--- src/rtl/sprite_bank_pkg.sv ---
// Shared definitions for the sprite bank: register map offsets, control-byte
// field positions, the per-object FSM state type and the collision pair index.
// No ports; imported by sprite_object and sprite_bank.
package sprite_bank_pkg;

    // Register map: object i occupies OBJ_STRIDE bytes starting at OBJ_STRIDE*i.
    localparam int         OBJ_STRIDE  = 8;
    localparam logic [6:0] COLL_BASE   = 7'h78;  // collision bytes 0x78..0x7B
    localparam logic [6:0] COLL_CLEAR  = 7'h7F;  // any write clears collisions

    localparam logic [2:0] OFS_POSX_LO = 3'd0;
    localparam logic [2:0] OFS_POSX_HI = 3'd1;
    localparam logic [2:0] OFS_POSY_LO = 3'd2;
    localparam logic [2:0] OFS_POSY_HI = 3'd3;
    localparam logic [2:0] OFS_HEIGHT  = 3'd4;
    localparam logic [2:0] OFS_GFX     = 3'd5;
    localparam logic [2:0] OFS_CTRL    = 3'd6;

    // ctrl byte layout: {en[7], refl[3], stretch[1:0]}
    localparam int CTRL_EN      = 7;
    localparam int CTRL_REFL    = 3;
    localparam int CTRL_STR_LSB = 0;

    typedef enum logic {
        IDLE = 1'b0,
        DRAW = 1'b1
    } obj_state_t;

    // Bit index of the collision flag for object pair (i, j), i < j.
    function automatic int pair_index(input int i, input int j, input int n);
        return i * n - (i * (i + 1)) / 2 + (j - i - 1);
    endfunction

endpackage

--- src/rtl/sprite_object.sv ---
// One sprite channel: its programmable registers, the draw shadows, the
// IDLE/DRAW FSM and the registered per-pixel value.
// Ports:
//   clk, reset          clock, asynchronous active-low reset
//   pixel_en, hpos, vpos raster strobe and position
//   wr_en, offset, wr_data  decoded register write for this channel
//   rd_data             combinational readback of register at 'offset'
//   value               registered pixel value of this object
//   state               FSM state (debug visibility)
module sprite_object
    import sprite_bank_pkg::*;
#(
    parameter int GFX_WIDTH = 8,
    parameter int POS_WIDTH = 10
) (
    input  logic                 clk,
    input  logic                 reset,
    input  logic                 pixel_en,
    input  logic [POS_WIDTH-1:0] hpos,
    input  logic [POS_WIDTH-1:0] vpos,
    input  logic                 wr_en,
    input  logic [2:0]           offset,
    input  logic [7:0]           wr_data,
    output logic [7:0]           rd_data,
    output logic                 value,
    output obj_state_t           state
);

    localparam int BIT_W = (GFX_WIDTH > 1) ? $clog2(GFX_WIDTH) : 1;

    // Programmable registers
    logic [POS_WIDTH-1:0] posx, posy;
    logic [7:0]           height;
    logic [GFX_WIDTH-1:0] gfx;
    logic                 en, refl;
    logic [1:0]           stretch;

    always_ff @(posedge clk or negedge reset) begin
        if (!reset) begin
            posx    <= '0;
            posy    <= '0;
            height  <= '0;
            gfx     <= '0;
            en      <= 1'b0;
            refl    <= 1'b0;
            stretch <= '0;
        end else if (wr_en) begin
            case (offset)
                OFS_POSX_LO: posx[7:0]           <= wr_data;
                OFS_POSX_HI: posx[POS_WIDTH-1:8] <= wr_data[POS_WIDTH-9:0];
                OFS_POSY_LO: posy[7:0]           <= wr_data;
                OFS_POSY_HI: posy[POS_WIDTH-1:8] <= wr_data[POS_WIDTH-9:0];
                OFS_HEIGHT:  height              <= wr_data;
                OFS_GFX:     gfx                 <= wr_data[GFX_WIDTH-1:0];
                OFS_CTRL: begin
                    en      <= wr_data[CTRL_EN];
                    refl    <= wr_data[CTRL_REFL];
                    stretch <= wr_data[CTRL_STR_LSB +: 2];
                end
                default: ;
            endcase
        end
    end

    always_comb begin
        rd_data = '0;
        case (offset)
            OFS_POSX_LO: rd_data = posx[7:0];
            OFS_POSX_HI: rd_data = 8'(posx[POS_WIDTH-1:8]);
            OFS_POSY_LO: rd_data = posy[7:0];
            OFS_POSY_HI: rd_data = 8'(posy[POS_WIDTH-1:8]);
            OFS_HEIGHT:  rd_data = height;
            OFS_GFX:     rd_data = 8'(gfx);
            OFS_CTRL: begin
                rd_data[CTRL_EN]            = en;
                rd_data[CTRL_REFL]          = refl;
                rd_data[CTRL_STR_LSB +: 2]  = stretch;
            end
            default: rd_data = '0;
        endcase
    end

    // Draw shadows and counters
    obj_state_t           state_n;
    logic [GFX_WIDTH-1:0] sh_gfx, sh_gfx_n;
    logic                 sh_refl, sh_refl_n;
    logic [1:0]           sh_stretch, sh_stretch_n;
    logic [BIT_W-1:0]     bit_cnt, bit_cnt_n;
    logic [2:0]           rep_cnt, rep_cnt_n;
    logic                 value_n;

    logic [POS_WIDTH-1:0] line_dy;
    logic                 line_active, trigger, rep_last;
    logic [BIT_W-1:0]     next_bit, next_sel;

    always_comb begin
        state_n      = state;
        sh_gfx_n     = sh_gfx;
        sh_refl_n    = sh_refl;
        sh_stretch_n = sh_stretch;
        bit_cnt_n    = bit_cnt;
        rep_cnt_n    = rep_cnt;
        value_n      = value;

        // Modular distance handles sprites that wrap past the last line.
        line_dy     = vpos - posy;
        line_active = (line_dy < POS_WIDTH'(height));
        trigger     = pixel_en && en && line_active && (hpos == posx);

        // 3-bit modular arithmetic: stretch=3 gives 8-1 = 7 via wrap.
        rep_last = (rep_cnt == ((3'd1 << sh_stretch) - 3'd1));
        next_bit = bit_cnt + BIT_W'(1);
        next_sel = sh_refl ? next_bit : (BIT_W'(GFX_WIDTH - 1) - next_bit);

        case (state)
            IDLE: begin
                value_n = 1'b0;
                if (trigger) begin
                    state_n      = DRAW;
                    sh_gfx_n     = gfx;
                    sh_refl_n    = refl;
                    sh_stretch_n = stretch;
                    bit_cnt_n    = '0;
                    rep_cnt_n    = '0;
                    value_n      = refl ? gfx[0] : gfx[GFX_WIDTH-1];
                end
            end
            DRAW: begin
                if (!en) begin
                    state_n = IDLE;
                    value_n = 1'b0;
                end else if (pixel_en) begin
                    if (rep_last) begin
                        rep_cnt_n = '0;
                        if (bit_cnt == BIT_W'(GFX_WIDTH - 1)) begin
                            state_n = IDLE;
                            value_n = 1'b0;
                        end else begin
                            bit_cnt_n = next_bit;
                            value_n   = sh_gfx[next_sel];
                        end
                    end else begin
                        rep_cnt_n = rep_cnt + 3'd1;
                    end
                end
            end
            default: begin
                state_n = IDLE;
                value_n = 1'b0;
            end
        endcase
    end

    always_ff @(posedge clk or negedge reset) begin
        if (!reset) begin
            state      <= IDLE;
            sh_gfx     <= '0;
            sh_refl    <= 1'b0;
            sh_stretch <= '0;
            bit_cnt    <= '0;
            rep_cnt    <= '0;
            value      <= 1'b0;
        end else begin
            state      <= state_n;
            sh_gfx     <= sh_gfx_n;
            sh_refl    <= sh_refl_n;
            sh_stretch <= sh_stretch_n;
            bit_cnt    <= bit_cnt_n;
            rep_cnt    <= rep_cnt_n;
            value      <= value_n;
        end
    end

endmodule

--- src/rtl/sprite_bank.sv ---
// Bank of NUM_OBJECTS sprite channels behind one byte-wide register bus.
// Holds address decode, the registered read mux and the sticky pairwise
// collision register.
// Bus handshake: a transfer happens on any rising clk edge with enable high;
// write_enable selects write (lands that edge) or read (data_out registered
// that edge, visible the following cycle). There is no back-pressure.
// Ports:
//   clk, reset                   clock, asynchronous active-low reset
//   pixel_en, hpos, vpos         raster strobe and position
//   enable, write_enable         bus select / write qualifier
//   address, data_in, data_out   7-bit address, write data, registered read data
//   obj_value                    per-object pixel value
//   obj_state                    per-object FSM state, 1 = DRAW (debug)
module sprite_bank
    import sprite_bank_pkg::*;
#(
    parameter int NUM_OBJECTS = 5,
    parameter int GFX_WIDTH   = 8,
    parameter int POS_WIDTH   = 10
) (
    input  logic                   clk,
    input  logic                   reset,
    input  logic                   pixel_en,
    input  logic [POS_WIDTH-1:0]   hpos,
    input  logic [POS_WIDTH-1:0]   vpos,
    input  logic                   enable,
    input  logic                   write_enable,
    input  logic [6:0]             address,
    input  logic [7:0]             data_in,
    output logic [7:0]             data_out,
    output logic [NUM_OBJECTS-1:0] obj_value,
    output logic [NUM_OBJECTS-1:0] obj_state
);

    logic wr_strobe, rd_strobe;
    assign wr_strobe = enable && write_enable;
    assign rd_strobe = enable && !write_enable;

    logic [NUM_OBJECTS-1:0] obj_sel;
    logic [7:0]             obj_rd [NUM_OBJECTS];

    for (genvar i = 0; i < NUM_OBJECTS; i++) begin : g_obj
        obj_state_t st;

        assign obj_sel[i] = (address >= 7'(OBJ_STRIDE * i)) &&
                            (address <  7'(OBJ_STRIDE * (i + 1)));

        sprite_object #(
            .GFX_WIDTH (GFX_WIDTH),
            .POS_WIDTH (POS_WIDTH)
        ) u_obj (
            .clk      (clk),
            .reset    (reset),
            .pixel_en (pixel_en),
            .hpos     (hpos),
            .vpos     (vpos),
            .wr_en    (wr_strobe && obj_sel[i]),
            .offset   (address[2:0]),
            .wr_data  (data_in),
            .rd_data  (obj_rd[i]),
            .value    (obj_value[i]),
            .state    (st)
        );

        assign obj_state[i] = (st == DRAW);
    end

    // Collisions are judged on the pixel currently shown, i.e. the
    // registered obj_value at a pixel_en edge.
    logic [31:0] coll, hits;
    logic        coll_clear;

    always_comb begin
        hits = '0;
        if (pixel_en) begin
            for (int i = 0; i < NUM_OBJECTS; i++) begin
                for (int j = i + 1; j < NUM_OBJECTS; j++) begin
                    hits[5'(pair_index(i, j, NUM_OBJECTS))] = obj_value[i] & obj_value[j];
                end
            end
        end
    end

    assign coll_clear = wr_strobe && (address == COLL_CLEAR);

    logic [7:0] rd_val;

    always_comb begin
        rd_val = '0;
        for (int i = 0; i < NUM_OBJECTS; i++) begin
            if (obj_sel[i]) rd_val = obj_rd[i];
        end
        if (address[6:2] == COLL_BASE[6:2]) rd_val = coll[{address[1:0], 3'b000} +: 8];
    end

    always_ff @(posedge clk or negedge reset) begin
        if (!reset) begin
            coll     <= '0;
            data_out <= '0;
        end else begin
            // A clear keeps only the collisions detected on the same edge.
            coll <= coll_clear ? hits : (coll | hits);
            if (rd_strobe) data_out <= rd_val;
        end
    end

endmodule

--- config.mk ---
export PLATFORM = sky130hd
export DESIGN_NAME = sprite_bank
export DESIGN_NICKNAME = d
export VERILOG_FILES = /design/src/rtl/sprite_bank_pkg.sv /design/src/rtl/sprite_object.sv /design/src/rtl/sprite_bank.sv
export SDC_FILE = /design/constraint.sdc
export NUM_CORES = 1
export LEC_CHECK = 0
export ABC_AREA = 1
export BUFFER_PORTS_ARGS = -buffer_cell sky130_fd_sc_hd__buf_2
export CORE_ASPECT_RATIO = 0.8
export CORE_MARGIN = 8
export CORE_UTILIZATION = 50
export DETAILED_ROUTE_END_ITERATION = 10
export HOLD_SLACK_MARGIN = 0.03
export PLACE_DENSITY = 0.67
export REMOVE_ABC_BUFFERS = 1
export SYNTH_ARGS = -nofsm -noshare
export SYNTH_HDL_FRONTEND = slang
export SYNTH_SLANG_ARGS = --single-unit
export TNS_END_PERCENT = 1
--- constraint.sdc ---
create_clock -name clk -period 3.6 [get_ports clk]
set_clock_uncertainty 0.1 [all_clocks]
set_input_delay 0 -clock clk [delete_from_list [all_inputs] [get_ports clk]]
set_output_delay 0 -clock clk [all_outputs]
set_load 0.01 [all_outputs]
==> flow_summary.json <==
{
  "vdd_ir_drop_max_mv": 0.340,
  "slew_violations": 0,
  "route.detailed.drc": 0,
  "async_reset_ff_share_pct": 100,
  "share_of_layout_cells_above_drive_strength_1_pct": 8.14,
  "overflow": 0,
  "initial_antenna_violation_count": 0,
  "cts.reportedPaths.clkPinSlew_ns": 0.06,
  "fillerInstances": 3470,
  "hold_violations": 0,
  "maximum_number_of_pins_on_one_net_before_global_route_repair": 110,
  "fp.dieArea_mm2": 0.0440,
  "final.period_utilization_pct": 92.2,
  "syn-mean-instance-area_um2": 7.47,
  "layout.cells.most_common_list": "738 x nand2_1, 320 x inv_1, 313 x dfrtp_1",
  "core_mm2": 0.0370,
  "postLayoutCellArea_mm2": 0.0210,
  "dpl-instance-area_mm2": 0.0194,
  "hpwl_mm": 43.7,
  "finalWirelength_mm": 61.2,
  "yosysWarningCount": 0,
  "most_common_library_cell_in_the_layout_ignoring_fill_and_taps": "nand2_1",
  "via_count_of_the_first_global_routing_pass": 16600,
  "utilization_pct": 56.7,
  "fp.dieH_um": 189,
  "postSynthRegisterBits": 313,
  "route.antenna.remaining_nets": 0,
  "diodes": 0,
  "maxCapViolations": 0,
  "netlist.area_leader.share_pct": 41.8,
  "setup_repair_after_global_routing_missed_its_margin": "yes",
  "power-per-cell-area_mw_per_mm2": 427,
  "post_drt_via_cell_ratio": 5.55,
  "rows": 63,
  "initial_utilization_pct": 50.6,
  "power_leakage_nw": 10.5,
  "routed_length_on_met3_mm": 6.01,
  "syn-cell-area_mm2": 0.0187,
  "detailedRoute.firstIterationViolations": 1988,
  "max_h_tree_level": 2,
  "wire_length_of_the_first_global_routing_pass_mm": 94.9,
  "synth_ff_type": "dfrtp_1",
  "holdCritPathClass": "input port to asynchronous set/reset pin",
  "finalSetupViolCount": 0,
  "wl_per_cell_um": 19.8,
  "worst_pin_slew_ns": 1.21,
  "final_net_count": 2716,
  "ys_types": 42,
  "pin_count": 58,
  "clockRootBuffer": "clkbuf_16",
  "post-route-min-period_ns": 3.32,
  "netlist.top_cell.by_area": "dfrtp_1",
  "worst_skew_late_latency_ns": 0.55,
  "worst-endpoint-arrival_ns": 3.64,
  "m1_wire_length_mm": 27.1,
  "number_of_buffers_created_by_cts": 36,
  "timing_worst_setup_path_type": "flop to flop",
  "ys_top_cells_by_area": "dfrtp_1 42%, nand2_1 15%, inv_1 6.4%",
  "detailroute.via_count": 17100,
  "synth.yosys.seq_area_share_pct": 41.8,
  "met2_wirelength_mm": 25.4,
  "grt_util_all_layers_pct": 27.8,
  "synth_edf_count": 0,
  "syn_inst": 2510,
  "max-slew-margin-rel_pct": 19.0,
  "top_signal_layer_used": "met4",
  "synthToLayoutAreaGrowth_pct": 12.1,
  "worst-path-max-fanout": 19,
  "crit_required_ns": 3.92,
  "i_o_buffers": 57,
  "run_status": "completed",
  "fmax_ghz": 0.301,
  "setup.worst_path.end_class": "flop",
  "clockBufferDepth": 3,
  "chipWidth_um": 232,
  "cp-start-kind": "flop",
  "total_iterations_of_the_first_detailed_routing_run": 6,
  "clkSinkCount": 313,
  "routabilityCongestion": 0.994,
  "cts_tree": "yes"
}
repair_timing:
action	in CTS	in global routing
hold endpoints to repair	173	0
gates resized for setup	0	4
buffers inserted	0	3
hold buffers	23	0
endpoints found under the setup margin	0	20
path summary, 6_finish.rpt:
path	start	cells past startpoint	slack [ns]	to
setup / recovery	g_obj[2].u_obj.posy[0]	16	0.28	g_obj[2].u_obj.sh_stretch[1]
hold / removal	reset	2	0.02	g_obj[1].u_obj.sh_gfx[2]
setup reg to reg	g_obj[2].u_obj.posy[0]	16	0.28	g_obj[2].u_obj.sh_stretch[1]
hold reg to reg	g_obj[2].u_obj.bit_cnt[1]	2	0.38	g_obj[2].u_obj.bit_cnt[1]
max in group asynchronous	reset	3	2.36	g_obj[0].u_obj.bit_cnt[1]
min in group clk	pixel_en	5	0.06	g_obj[1].u_obj.bit_cnt[0]
sequential cells by signal (all words and copies together), names as in the netlist, 8 cells and up:
name                    flops
g_obj.u_obj.posx           50
g_obj.u_obj.posy           50
g_obj.u_obj.gfx            40
g_obj.u_obj.height         40
g_obj.u_obj.sh_gfx         40
g_obj.u_obj.bit_cnt        15
g_obj.u_obj.rep_cnt        15
coll                       10
g_obj.u_obj.sh_stretch     10
g_obj.u_obj.stretch        10
data_out                    8
cell type report:
class	count	area (um2)	area share, %
Timing Repair Buffer	108	761	3.62
Multi-Input combinational cell	1784	9270	44.1
Clock buffer	48	1040	4.93
Sequential cell	313	7830	37.3
Tap cell	487	609	2.90
Clock inverter	18	260	1.24
Inverter	333	1250	5.95
logic make-up after synthesis:
| logic type | Yosys count | share of synthesized area (%) |
|---|---|---|
| mux | 5 | 0.267 |
| simple gates | 1115 | 24.8 |
| xor+xnor | 66 | 3.08 |
| buf+inv | 413 | 8.90 |
| compound gates | 498 | 14.3 |
| fa+ha+maj | 100 | 6.87 |
| flops | 313 | 41.8 |
routing by layer:
layer	global-route usage [%]	up-vias
li1	-	8224
met1	39.3	8035
met2	40.4	738
met3	6.73	152
met4	11.1	0
met5	0	-
synth_stat cells, types with 3 or more instances:
cell type  instances
dfrtp_1          313
fa_1               5
nand3_2            6
clkbuf_1          30
a31oi_1           15
buf_4             17
nor2_2             5
nand4_1           36
a211oi_1           4
or2_2             15
buf_2             31
inv_1            320
nand2_2           13
o21ai_0          237
a21o_1            14
o211ai_1          20
inv_2             13
nand2_1          738
nand3_1           76
o2111ai_1          3
ha_1              95
o22ai_1           28
a21oi_1          111
mux2i_1            5
nor3_1             6
nor2_1           194
xor2_1            32
nand3b_1          15
nand2_4            5
o21ai_1           58
xnor2_1           34
worst max-delay path, stage by stage, from the launching register on:
cell      delay [ns]
dfrtp_1         0.41
ha_1            0.21
fa_1            0.43
nand3b_1        0.18
nand2_1         0.15
a31oi_1         0.13
xnor2_1         0.15
ha_1            0.19
nand2_1         0.07
nand4_1         0.15
nor2_1          0.14
nand3_1         0.12
nor2_1          0.16
nand3_2         0.18
buf_4           0.26
nor2_1          0.12
a21oi_1         0.05
metrics by stage:
| step | TNS [ns] | worst slack (ns) | total power [mW] | std cells | hold slack [ns] |
|---|---|---|---|---|---|
| floorplan | 0 | 0.536 | 4.47 | 2430 | -0.396 |
| global placement | 0 | 0.323 | 4.92 | 2999 | 0.0365 |
| detailed placement | 0 | 0.278 | 4.94 | 2999 | 0.0375 |
| CTS | 0 | 0.232 | 9.00 | 3088 | 0.0525 |
| global route | -0.0283 | -0.0152 | 9.32 | 3091 | 0.0926 |
| finish | 0 | 0.282 | 8.99 | 3091 | 0.0158 |
where the power goes:
group,total [mW],leakage (nW),switching (mW),internal [mW]
Clock,4.05,0.637,1.58,2.47
Combinational,1.16,5.99,0.771,0.387
Sequential,3.78,3.88,0.119,3.66
Total,8.99,10.5,2.47,6.52
Note: power is estimated with default switching activity, not from simulation.
